File: src/rtl/conversion_deserializer_if.sv
// conversion_deserializer_if: serial-bit input and word handshake bundle for conversion_deserializer.
// Optional word_parity present when CONVERSION_DESER_PARITY_EN is defined.
interface conversion_deserializer_if #(parameter int WIDTH = 8);
  logic             bit_in;
  logic             bit_valid;
  logic             frame_start;
  logic             word_ready;
  logic [WIDTH-1:0] word_out;
  logic             word_valid;
  logic             in_frame;
  logic             overflow;
`ifdef CONVERSION_DESER_PARITY_EN
  logic             word_parity;
  modport master (output bit_in, bit_valid, frame_start, word_ready,
                  input  word_out, word_valid, in_frame, overflow, word_parity);
  modport slave  (input  bit_in, bit_valid, frame_start, word_ready,
                  output word_out, word_valid, in_frame, overflow, word_parity);
`else
  modport master (output bit_in, bit_valid, frame_start, word_ready,
                  input  word_out, word_valid, in_frame, overflow);
  modport slave  (input  bit_in, bit_valid, frame_start, word_ready,
                  output word_out, word_valid, in_frame, overflow);
`endif
endinterface

File: src/rtl/conversion_deserializer.sv
// conversion_deserializer: LSB-first serial-to-parallel word assembler with a one-deep output register.
// Define CONVERSION_DESER_PARITY_EN to add the registered word_parity output.
module conversion_deserializer #(
  parameter int WIDTH = 8
) (
  input logic                    clk,
  input logic                    rst,
  conversion_deserializer_if.slave bus
);
  localparam int CW = $clog2(WIDTH) + 1;
  typedef enum logic {IDLE, COLLECT} state_t;
  state_t           state;
  logic [CW-1:0]    cnt;
  logic [WIDTH-1:0] shift;
  logic [WIDTH-1:0] word;
  logic [WIDTH-1:0] full_word;
  logic             valid;
  logic             in_frame_q;
  logic             ovf;
  logic             collect_bit;
  logic             done;
  logic             load;
`ifdef CONVERSION_DESER_PARITY_EN
  logic             parity;
  assign bus.word_parity = parity;
`endif
  // frame_start always wins over a plain data bit: it restarts the word
  assign collect_bit = (state == COLLECT) && bus.bit_valid && !bus.frame_start;
  assign done        = collect_bit && (cnt == CW'(WIDTH - 1));
  assign load        = done && (!valid || bus.word_ready);
  assign full_word   = shift | (WIDTH'(bus.bit_in) << (WIDTH - 1));
  always_ff @(posedge clk or posedge rst) begin
    if (rst) begin
      state      <= IDLE;
      cnt        <= '0;
      shift      <= '0;
      word       <= '0;
      valid      <= 1'b0;
      in_frame_q <= 1'b0;
      ovf        <= 1'b0;
`ifdef CONVERSION_DESER_PARITY_EN
      parity     <= 1'b0;
`endif
    end else begin
      if (bus.frame_start) begin
        state      <= COLLECT;
        in_frame_q <= 1'b1;
        cnt        <= bus.bit_valid ? CW'(1) : '0;
        shift      <= WIDTH'(bus.bit_valid & bus.bit_in);
      end else if (collect_bit) begin
        cnt   <= done ? '0 : cnt + CW'(1);
        shift <= done ? '0 : shift | (WIDTH'(bus.bit_in) << cnt);
      end
      // a completed word either loads (register free or draining now) or is dropped
      if (load) begin
        word  <= full_word;
        valid <= 1'b1;
`ifdef CONVERSION_DESER_PARITY_EN
        parity <= ^full_word;
`endif
      end else if (done) begin
        ovf <= 1'b1;
      end else if (valid && bus.word_ready) begin
        valid <= 1'b0;
      end
    end
  end
  assign bus.word_out   = word;
  assign bus.word_valid = valid;
  assign bus.in_frame   = in_frame_q;
  assign bus.overflow   = ovf;
endmodule

File: src/flat_wrapper.sv
// flat-port wrapper written by rule: the top's interface ports become plain ports
module conversion_deserializer_flat 
#(
  parameter int WIDTH = 8
)
  (clk, rst, bus_bit_in, bus_bit_valid, bus_frame_start, bus_word_ready, bus_word_out, bus_word_valid, bus_in_frame, bus_overflow);
  conversion_deserializer_if #(.WIDTH(WIDTH)) bus_i ();
  input logic clk;
  input logic rst;
  input wire logic [$bits(bus_i.bit_in)-1:0] bus_bit_in;
  input wire logic [$bits(bus_i.bit_valid)-1:0] bus_bit_valid;
  input wire logic [$bits(bus_i.frame_start)-1:0] bus_frame_start;
  input wire logic [$bits(bus_i.word_ready)-1:0] bus_word_ready;
  output wire logic [$bits(bus_i.word_out)-1:0] bus_word_out;
  output wire logic [$bits(bus_i.word_valid)-1:0] bus_word_valid;
  output wire logic [$bits(bus_i.in_frame)-1:0] bus_in_frame;
  output wire logic [$bits(bus_i.overflow)-1:0] bus_overflow;
  assign bus_i.bit_in = bus_bit_in;
  assign bus_i.bit_valid = bus_bit_valid;
  assign bus_i.frame_start = bus_frame_start;
  assign bus_i.word_ready = bus_word_ready;
  assign bus_word_out = bus_i.word_out;
  assign bus_word_valid = bus_i.word_valid;
  assign bus_in_frame = bus_i.in_frame;
  assign bus_overflow = bus_i.overflow;
  conversion_deserializer #(.WIDTH(WIDTH)) u_core (.clk(clk), .rst(rst), .bus(bus_i));
endmodule
File: config.mk
export PLATFORM = sky130hd
export DESIGN_NAME = conversion_deserializer_flat
export DESIGN_NICKNAME = d
export VERILOG_FILES = /design/src/rtl/conversion_deserializer_if.sv /design/src/rtl/conversion_deserializer.sv /design/src/flat_wrapper.sv
export SDC_FILE = /design/constraint.sdc
export NUM_CORES = 1
export LEC_CHECK = 0
export BUFFER_PORTS_ARGS = -buffer_cell sky130_fd_sc_hd__buf_2
export CAP_MARGIN = 30
export CORE_MARGIN = 2
export CORE_UTILIZATION = 53
export DETAILED_ROUTE_END_ITERATION = 10
export GPL_TIMING_DRIVEN = 1
export PLACE_DENSITY_LB_ADDON = 0.3
export REMOVE_ABC_BUFFERS = 1
export SYNTH_ARGS = -nofsm -noshare
export SYNTH_HDL_FRONTEND = slang
export SYNTH_SLANG_ARGS = --single-unit
File: constraint.sdc
create_clock -name clk -period 2.26 [get_ports clk]
set_clock_uncertainty 0.1 [all_clocks]
set_input_delay 0.113 -clock clk [delete_from_list [all_inputs] [get_ports clk]]
set_output_delay 0.113 -clock clk [all_outputs]
set_load 0.03 [all_outputs]
# Word-level counts from Yosys, hierarchy flattened
# Index checks and enable logic that the tools add are counted.
# word_totals
regBits	23
input_bits	6
out_inout_bits	11
wordCells	36
# classes
addsub	1
n_eq_ne	2
shift	1
n_mux	10
n_bitwise	4
n_reduce_logical	12
# ops
cell	count
$mux 8	3
$or 8x8->8	2
$mux 4	3
$shl 1x4->8	1
$logic_and 1x1->1	5
$add 4x1->4 const B	1
$eq 4x3->1 const B	1
$mux 1	4
$reduce_and 2->1	2
$reduce_bool 2->1	2
$logic_not 1->1	2
$ne 2x2->1 const B	1
$and 1x1->1	1
$logic_or 1x1->1	1
$not 1->1	1

# Depth between registers and ports, before layout
# Gate-level depths: netlist of the first run.
# depth
word_depth	6
ltp_mapped	5
mapped_depth_nobuf	4

# Worst setup path before layout of the first run
# No wires, ideal clock.
# synth_timing
path_kind	flip-flop to flip-flop
startpoint	register u_core.state
endpoint	register u_core.word[0], in the netlist u_core.bus.word_out[0]
t_arrival_ns	1.541
t_required_ns	2.035
slack_ns	0.494
path_stages_with_launch	5
path_buffers	1
synth_period_minus_slack_ns	1.766
path_cell_list	dfrtp_1 buf_4 nand4b_4 nor3_4 mux2_2
# synth_between
elab_chain_cells	4
# synth_rtl
element	line	rtl
start: declaration	conversion_deserializer.sv:12	state_t state;
start signal: assignment	conversion_deserializer.sv:34	state <= IDLE;
start signal: assignment	conversion_deserializer.sv:46	state <= COLLECT;
$logic_and 1x1->1 (2 in series)	conversion_deserializer.sv:28	assign collect_bit = (state == COLLECT) && bus.bit_valid && !bus.frame_start;
$logic_and 1x1->1	conversion_deserializer.sv:29	assign done = collect_bit && (cnt == CW'(WIDTH - 1));
$logic_and 1x1->1	conversion_deserializer.sv:30	assign load = done && (!valid || bus.word_ready);
end signal: assignment	conversion_deserializer.sv:56	word <= full_word;
end: declaration	conversion_deserializer.sv:15	logic [WIDTH-1:0] word;
# No other way between the ends.
# A chain may end at the register's enable or synchronous reset.

# Final worst setup path of the first run
# layout_timing
startpoint	register u_core.cnt[1]
endpoint	register u_core.word[0], in the netlist u_core.bus.word_out[0]
# layout_between
elab_chain_cells	3
# layout_rtl
element	line	rtl
start: declaration	conversion_deserializer.sv:13	logic [CW-1:0] cnt;
start signal: assignment	conversion_deserializer.sv:48	cnt <= bus.bit_valid ? CW'(1) : '0;
start signal: assignment	conversion_deserializer.sv:51	cnt <= done ? '0 : cnt + CW'(1);
$eq 4x3->1	conversion_deserializer.sv:29	
$logic_and 1x1->1	conversion_deserializer.sv:29	
$logic_and 1x1->1	conversion_deserializer.sv:30	
# No other way between the ends.

==> flow_summary.ini, run 1 <==
[outcome]
run_status = completed

[die]
pin_count = 17
initial_core_util_pct = 54.7
core_mm2 = 0.00190
dieWidth_um = 48.3
die_y_um = 48.3
rows = 16
dieArea_mm2 = 0.00233

[yosys]
yosys_warnings = 0
synthTopCellsByCount = dfrtp_1, inv_1, mux2_2, nor2_1, a21oi_1
synth_most_common_cell = dfrtp_1
seq_area_frac_synth_pct = 55.4
synth.avg_cell_area_um2 = 11.8
synthDistinctLibCells = 29
netlist_top_cells_area = dfrtp_1, mux2_2, a21oi_1
synth-async-reset-ratio_pct = 100
synth_ff_type = dfrtp_1
synth_largest_area_cell = dfrtp_1
synthCells = 88
ys_ff_latch = 23
synth_edf_count = 0
synthesis.area_mm2 = 0.00104
synth.top_cell.area_share_pct = 55.4

[final_layout]
diodes = 0
multi_input_area_um2 = 414
final_cell_area_mm2 = 0.00118
final_layout_size_suffix_gt1_share_pct = 31.1
regArea_um2 = 576
fin_nets = 114
nFillCells = 171
final_util_pct = 61.9
syn_to_final_growth_pct = 13.2
final_cells = 133

[placed_design]
post-place-ws_ps = 395
gp_congestion = 0.826
dp_hpwl_mm = 1.20
port-buffer-count = 16
placed_area_mm2 = 0.00113
dp_cells = 127

[timing]
finalSetupViolCount = 0
final-hold-violation-count = 0
max_freq_mhz = 522
period_needed_ps = 1910
hold_ws_ps = 37.8
fin_ws_ps = 345
rsz0062_at_grt = false
maxSlewHeadroom_pct = 44.0
worstMarginPinSlew_ps = 840
period_share_pct = 84.7
fin_tns_setup_ps = 0
finalMaxSlewViolations = 0

[worst_setup_path]
critPathMaxFanout = 8
endpoint_kind = register
cp-start-kind = register
worstPathRequired_ps = 2360
critPathKind = register to register
critPathArrivalTime_ps = 2010

[route]
ant_nets = 0
dr_total_vias = 732
via_per_inst = 5.50
first_pass_iters = 4
finalWirelength_mm = 1.71
routedWlPerCell_um = 12.9
drcViolationCount = 0
drtIter0Drc = 8

[global_routing]
globalRouteOverflowTotal = 0
antenna_found_initial = 0
grt_first_pass_wirelength_mm = 2.70
grt_pass1_vias = 632
grt_max_degree = 24
grt_use_total_pct = 17.1

[worst_hold_path]
hp-class = primary input to register

[job]
maxCapViolCount = 0

[cts]
cts_sinks = 23
clk_pin_slew_ps = 130
tritoncts = built
cts_max_level = 1
worstSkewPairLatency_ps = 300
cts_root_buffer = clkbuf_4
clock_path_buffers = 2
cts_buffers = 3

[pwr]
powerDensity_mw_per_mm2 = 583
leakage_nw = 0.571
ir_worst_vdd_mv = 0.399
power_uw = 687
## layout by cell type (no fill, tap or decap)
| cell type | count |
|---|---|
| dfrtp_1 | 23 |
| buf_2 | 16 |
| mux2_2 | 7 |
| inv_1 | 7 |
| nor2_1 | 7 |
| a21oi_1 | 6 |
| nand3_1 | 4 |
| nand2_1 | 3 |
| a41oi_1 | 3 |
| o32ai_1 | 3 |
| clkbuf_4 | 3 |
| nand3b_1 | 2 |
| nor3b_1 | 2 |
| a21o_1 | 2 |
| or2_2 | 2 |
| dlygate4sd3_1 | 2 |
| nand4b_4 | 1 |
| nor2b_1 | 1 |
| nand2b_1 | 1 |
| nor3_4 | 1 |
| and4b_2 | 1 |
| a211o_1 | 1 |
| xor2_1 | 1 |
| and4bb_2 | 1 |
| o2bb2ai_1 | 1 |
| o21ai_0 | 1 |
| or4_1 | 1 |
| mux2i_1 | 1 |
| ha_1 | 1 |
| clkinv_2 | 1 |
## power breakdown
part           switching (mW)  total, mW  internal, mW  leakage, nW
registers              0.0131      0.435         0.422        0.306
clock network           0.119      0.185        0.0659       0.0177
logic                  0.0406     0.0666        0.0260        0.247
total                   0.173      0.687         0.514        0.571
## critical path, stage by stage (launching register included)
cell	delay, ps
dfrtp_1	510
ha_1	300
nand2b_1	150
nor3_4	370
mux2_2	380
## flip-flops by register name, summed over array words and instances (netlist names)
| register | cells |
|---|---|
| u_core.shift | 8 |
| u_core.bus.word_valid | 1 |
| u_core.bus.overflow | 1 |
| u_core.bus.word_out | 8 |
| u_core.cnt | 4 |
| u_core.state | 1 |
## routing by layer
| metal | part of all wire, % | wire length, µm | vias to the layer above | track usage (%) |
|---|---|---|---|---|
| li1 | - | - | 351 | - |
| met1 | 49 | 838 | 369 | 24.0 |
| met2 | 48 | 823 | 10 | 26.3 |
| met3 | 2.6 | 45 | 2 | 4.44 |
| met4 | 0.41 | 7 | 0 | 4.86 |
| met5 | 0 | 0 | - | 0 |
## layout make-up
cell class | instances | area share, %
Sequential cell | 23 | 48.9
Multi-Input combinational cell | 54 | 35.2
Timing Repair Buffer | 18 | 8.50
Tap cell | 27 | 2.87
Inverter | 7 | 2.23
Clock buffer | 3 | 1.91
Clock inverter | 1 | 0.425
## timing repair
action                    in CTS  in global routing
gates resized for setup        0                  0
setup buffers                  0                  0
hold buffers                   2                  0
hold endpoints to repair      26                  0
## cells by family after synthesis
kind of cell / count (synthesis) / share of synthesized area, %
simple gates: 27 / 17.7
flops: 23 / 55.4
compound gates: 17 / 11.6
buf+inv: 11 / 4.81
mux: 8 / 8.54
xor+xnor: 1 / 0.843
fa+ha+maj: 1 / 1.20
## worst paths after layout
| kind | start | endpoint | slack, ps | cells past startpoint |
|---|---|---|---|---|
| max reg2reg | u_core.cnt[1] | u_core.bus.word_out[0] | 350 | 4 |
| max | u_core.cnt[1] | u_core.bus.word_out[0] | 350 | 4 |
| min | bus_word_ready | u_core.bus.overflow | 40 | 3 |
| max in group asynchronous | rst | u_core.bus.word_out[2] | 1130 | 3 |
| min reg2reg | u_core.bus.overflow | u_core.bus.overflow | 370 | 1 |
| min in group asynchronous | rst | u_core.cnt[0] | 410 | 3 |
(Power assumes the default switching activity.)
==> inputs of run 2 (changes only) <==
==> constraint.sdc (replaced) <==
create_clock -name clk -period 1.8 [get_ports clk]
set_clock_uncertainty 0.1 [all_clocks]
set_input_delay 0.09 -clock clk [delete_from_list [all_inputs] [get_ports clk]]
set_output_delay 0.09 -clock clk [all_outputs]
set_load 0.03 [all_outputs]
==> run 2 against run 1 <==
- worst setup slack worse by 220 ps
- core utilization up 2.0 points
- worst hold slack got worse by 33 ps
- critical path depth up 1
- clock-buffer cell count unchanged
==> flow_summary.ini, run 2 (synthesis results as in run 1) <==
[worst_setup_path]
critPathArrivalTime_ps = 1780
cp-start-kind = primary input
critPathMaxFanout = 11
worstPathRequired_ps = 1910
critical_path.max_stage_delay_ps = 530
cpMaxStageDelayCell = dlygate4sd3_1
worstPathBufferInverterCount = 2
endpoint_kind = register
cpLargestDelayFamily = buffers and inverters
crit_chain = dlygate4sd3_1, buf_2, nand2b_1, nor3_4, mux2_2
critPathKind = primary input to register

[cts]
postCtsHoldBufs = 2
cts_root_buffer = clkbuf_4
cts_max_level = 1
worstSkewPairLatency_ps = 310
clock_path_buffers = 2
cts_resized = 0
tritoncts = built
post_cts_buffers = 0
cts_sinks = 23
clk_pin_slew_ps = 120
cts_buffers = 3

[timing]
finalSetupViolCount = 0
period_share_pct = 93.2
rsz0062_at_grt = false
period_needed_ps = 1680
fin_tns_setup_ps = 0
final-hold-violation-count = 0
finalMaxSlewViolations = 0
worstMarginPinSlew_ps = 433
maxSlewHeadroom_pct = 71.0
max_freq_mhz = 596

[die]
initial_core_util_pct = 54.7
die_y_um = 48.3
dieWidth_um = 48.3
rows = 16
core_mm2 = 0.00190
pin_count = 17
dieArea_mm2 = 0.00233

[pwr]
intPower_uw = 655
combPwrFrac_pct = 11.9
leakage_nw = 0.595
pwr-share-clk_pct = 26.7
p_switching_uw = 222
power.share.switching_pct = 25.3
power_frac_seq_pct = 61.4
ir_worst_vdd_mv = 0.469
powerDensity_mw_per_mm2 = 722

[route]
routedWlPerCell_um = 13.4
drcViolationCount = 0
finalWirelength_mm = 1.85
drtIter0Drc = 7
dr_total_vias = 759
ant_nets = 0
first_pass_iters = 4
via_per_inst = 5.50

[placed_design]
placed_area_mm2 = 0.00117
port-buffer-count = 16
gp_congestion = 0.797
dp_hpwl_mm = 1.29

[final_layout]
final_common_cell = dfrtp_1
diodes = 0
fin_nets = 119
nFillCells = 163
final_cell_area_mm2 = 0.00121
mostFrequentLayoutCells = dfrtp_1, buf_2, mux2_2, inv_1, nor2_1
syn_to_final_growth_pct = 16.8
final_layout_size_suffix_gt1_share_pct = 34.2

[global_routing]
grt_max_degree = 24
grt_use_total_pct = 18.3
antenna_found_initial = 0
grt_pass1_vias = 652
grt_first_pass_wirelength_mm = 2.88
globalRouteOverflowTotal = 0

[job]
maxCapViolCount = 0

[outcome]
run_status = completed

[worst_hold_path]
hp-class = primary input to register
[run 2: changes by cell type in the layout (fill, tap and decap cells not counted), sizes merged]
cell,change
buf,+5
[run 2: area by class of cell]
type | count | area, µm² | share of cell area (%)
multi-input cells | 54 | 414 | 34.1
repair buffers | 23 | 138 | 11.3
flip-flops and latches | 23 | 576 | 47.4
well taps | 27 | 33.8 | 2.78
clock buffers | 3 | 22.5 | 1.85
inverters | 7 | 26.3 | 2.16
clock inverters | 1 | 5.00 | 0.412
[run 2: final timing paths]
path | from | cells after the start | slack, ps | to
min in group asynchronous | rst | 4 | 250 | u_core.bus.word_out[4]
max in group asynchronous | rst | 4 | 1130 | u_core.bus.word_out[1]
max | bus_frame_start | 5 | 120 | u_core.bus.word_out[3]
min reg2reg | u_core.bus.overflow | 1 | 370 | u_core.bus.overflow
max reg2reg | u_core.cnt[3] | 3 | 140 | u_core.bus.word_out[3]
min | bus_bit_in | 3 | 5 | u_core.bus.word_out[7]
[run 2: worst reg2reg max path: cells and delay by family, from the launching register on]
kind             cells  cell delay, ps
muxes                1             390
and+or+nand+nor      2             640
DFF                  1             430
[run 2: metal layers]
metal / global-route usage [%] / vias to the layer above / wire length, µm
met1: 23.4 / 365 / 840
met3: 3.33 / 7 / 65
li1: - / 362 / -
met5: 0 / - / 0
met2: 30.0 / 25 / 909
met4: 8.11 / 0 / 35
[run 2: through the flow]
stage	hold slack (ps)	util, %	total power [mW]	std cells	setup WS, ps
CTS	5.49	63.9	0.885	138	128
global route	8.81	63.9	0.928	138	42.8
global placement	36.6	61.4	0.647	132	176
detailed placement	43.7	61.4	0.650	132	150
finish	4.63	63.9	0.877	138	123
floorplan	-8.08	-	0.608	84	48.3
[run 2: power by group through the flow]
| stage | clock network, mW | logic, mW | registers, mW |
|---|---|---|---|
| 6_report | 0.234 | 0.104 | 0.539 |
| 3_3_place_gp | 0 | 0.0999 | 0.548 |
| 5_1_grt | 0.272 | 0.116 | 0.540 |
| 4_1_cts | 0.241 | 0.106 | 0.539 |
| 2_1_floorplan | 0 | 0.0521 | 0.556 |
| 3_5_place_dp | 0 | 0.102 | 0.549 |
==> inputs of run 3 (changes only) <==
--- a/config.mk
+++ b/config.mk
@@ -7,6 +7,7 @@
 export LEC_CHECK = 0
 export BUFFER_PORTS_ARGS = -buffer_cell sky130_fd_sc_hd__buf_2
 export CAP_MARGIN = 30
+export CORE_ASPECT_RATIO = 1.25
 export CORE_MARGIN = 2
 export CORE_UTILIZATION = 53
 export DETAILED_ROUTE_END_ITERATION = 10
==> constraint.sdc (replaced) <==
create_clock -name clk -period 1.8 [get_ports clk]
set_clock_uncertainty 0.1 [all_clocks]
set_input_delay 0.54 -clock clk [delete_from_list [all_inputs] [get_ports clk]]
set_output_delay 0.54 -clock clk [all_outputs]
set_load 0.03 [all_outputs]
==> run 3 against run 2 <==
- maximum frequency fell by 3.1%
- worst setup slack got worse by 54 ps
- worst hold slack improved by 140 ps
- critical path depth fell by 3
- clock power barely moved
- largest power group unchanged
==> flow_summary.ini, run 3 (synthesis results as in run 1) <==
[route]
routedWlPerCell_um = 14.1
drcViolationCount = 0
drtIter0Drc = 13
ant_nets = 0
first_pass_iters = 4
via_per_inst = 5.69
dr_total_vias = 740
finalWirelength_mm = 1.83

[outcome]
run_status = completed

[worst_setup_path]
r2r-end = u_core.bus.word_out[3]
reg2reg_from = u_core.cnt[0]
critPathMaxFanout = 8
r2r_cells = 5
cp-start-kind = register
critPathKind = register to output pin
endpoint_kind = output pin
worstPathRequired_ps = 1160
critPathArrivalTime_ps = 1090
r2r_setup_slack_ps = 170
cpMaxStageDelayCell = dfrtp_1
critical_path.max_stage_delay_ps = 420
crit_chain = buf_4, buf_2

[global_routing]
grt_max_degree = 24
globalRouteOverflowTotal = 0
grt_first_pass_wirelength_mm = 3.22
antenna_found_initial = 0
grt_use_total_pct = 18.7
grt_pass1_vias = 740

[cts]
cts_sinks = 23
postCtsHoldBufs = 0
worstSkewPairLatency_ps = 310
cts_resized = 0
cts_buffers = 3
post_cts_buffers = 0
cts_root_buffer = clkbuf_4
tritoncts = built
clock_path_buffers = 2
clk_pin_slew_ps = 110
cts_max_level = 1

[final_layout]
multi_input_area_um2 = 414
diodes = 0
final_util_pct = 67.0
final_common_cell = dfrtp_1
nFillCells = 154
mostFrequentLayoutCells = dfrtp_1, buf_2, mux2_2, inv_1, nor2_1
syn_to_final_growth_pct = 16.5
final_layout_size_suffix_gt1_share_pct = 35.1
fin_nets = 119
regArea_um2 = 576

[die]
rows = 17
pin_count = 17
core_mm2 = 0.00181
dieArea_mm2 = 0.00233
dieWidth_um = 43.6
initial_core_util_pct = 57.5
die_y_um = 53.5

[timing]
maxSlewHeadroom_pct = 78.6
fin_tns_setup_ps = 0
max_freq_mhz = 577
hold_ws_ps = 145
rsz0062_at_grt = false
finalMaxSlewViolations = 0
period_share_pct = 96.2
final-hold-violation-count = 0
fin_ws_ps = 68.3
period_needed_ps = 1730
finalSetupViolCount = 0
worstMarginPinSlew_ps = 321

[placed_design]
dp_hpwl_mm = 1.37
post-place-ws_ps = 20.5
port-buffer-count = 16
gp_congestion = 0.746

[job]
maxCapViolCount = 0

[worst_hold_path]
hp-class = primary input to asynchronous set/reset pin

[pwr]
ir_worst_vdd_mv = 0.495
powerDensity_mw_per_mm2 = 721
leakage_nw = 0.597
-- run 3: metal layers --
| metal | global-route usage [%] | up-vias | part of all wire, % |
|---|---|---|---|
| li1 | - | 357 | - |
| met1 | 22.9 | 364 | 42 |
| met2 | 31.6 | 15 | 53 |
| met3 | 2.05 | 4 | 3.0 |
| met4 | 10.6 | 0 | 1.9 |
| met5 | 0 | - | 0 |
-- run 3: critical path, delay by kind of cell, from the launching register on --
family | cells | cell delay [ps]
buffers and inverters | 2 | 370
flip-flops | 1 | 420
-- run 3: how the worst max path moves through the flow --
stage | startpoint | to | slack [ps] | depth (start not counted)
after floorplan | u_core.state | u_core.bus.word_out[0] | 50 | 3
after global placement | bus_bit_valid | u_core.bus.word_out[3] | 70 | 5
after detailed placement | bus_bit_valid | u_core.bus.word_out[2] | 20 | 5
after CTS | u_core.state | bus_in_frame | 60 | 2
after global routing | u_core.state | bus_in_frame | 10 | 2
final | u_core.state | bus_in_frame | 70 | 2
-- run 3: final cells by class --
cell class	count	share of cell area, %
Clock buffer	4	2.17
Sequential cell	23	47.5
Inverter	7	2.17
Timing Repair Buffer	23	12.0
Tap cell	19	1.96
Multi-Input combinational cell	54	34.2
-- run 3: through the flow --
step	total power, mW	cells	area, µm²
final	0.873	130	1210
after global routing	0.912	130	1210
after CTS	0.881	130	1210
after detailed placement	0.652	126	1180
after global placement	0.649	126	1180
after floorplan	0.608	84	1020
-- run 3: power breakdown --
| group | internal (mW) | leakage, nW | switching [mW] |
|---|---|---|---|
| registers | 0.530 | 0.306 | 0.00872 |
| logic | 0.0409 | 0.275 | 0.0614 |
| clock network | 0.0866 | 0.0150 | 0.145 |
| total | 0.658 | 0.597 | 0.216 |
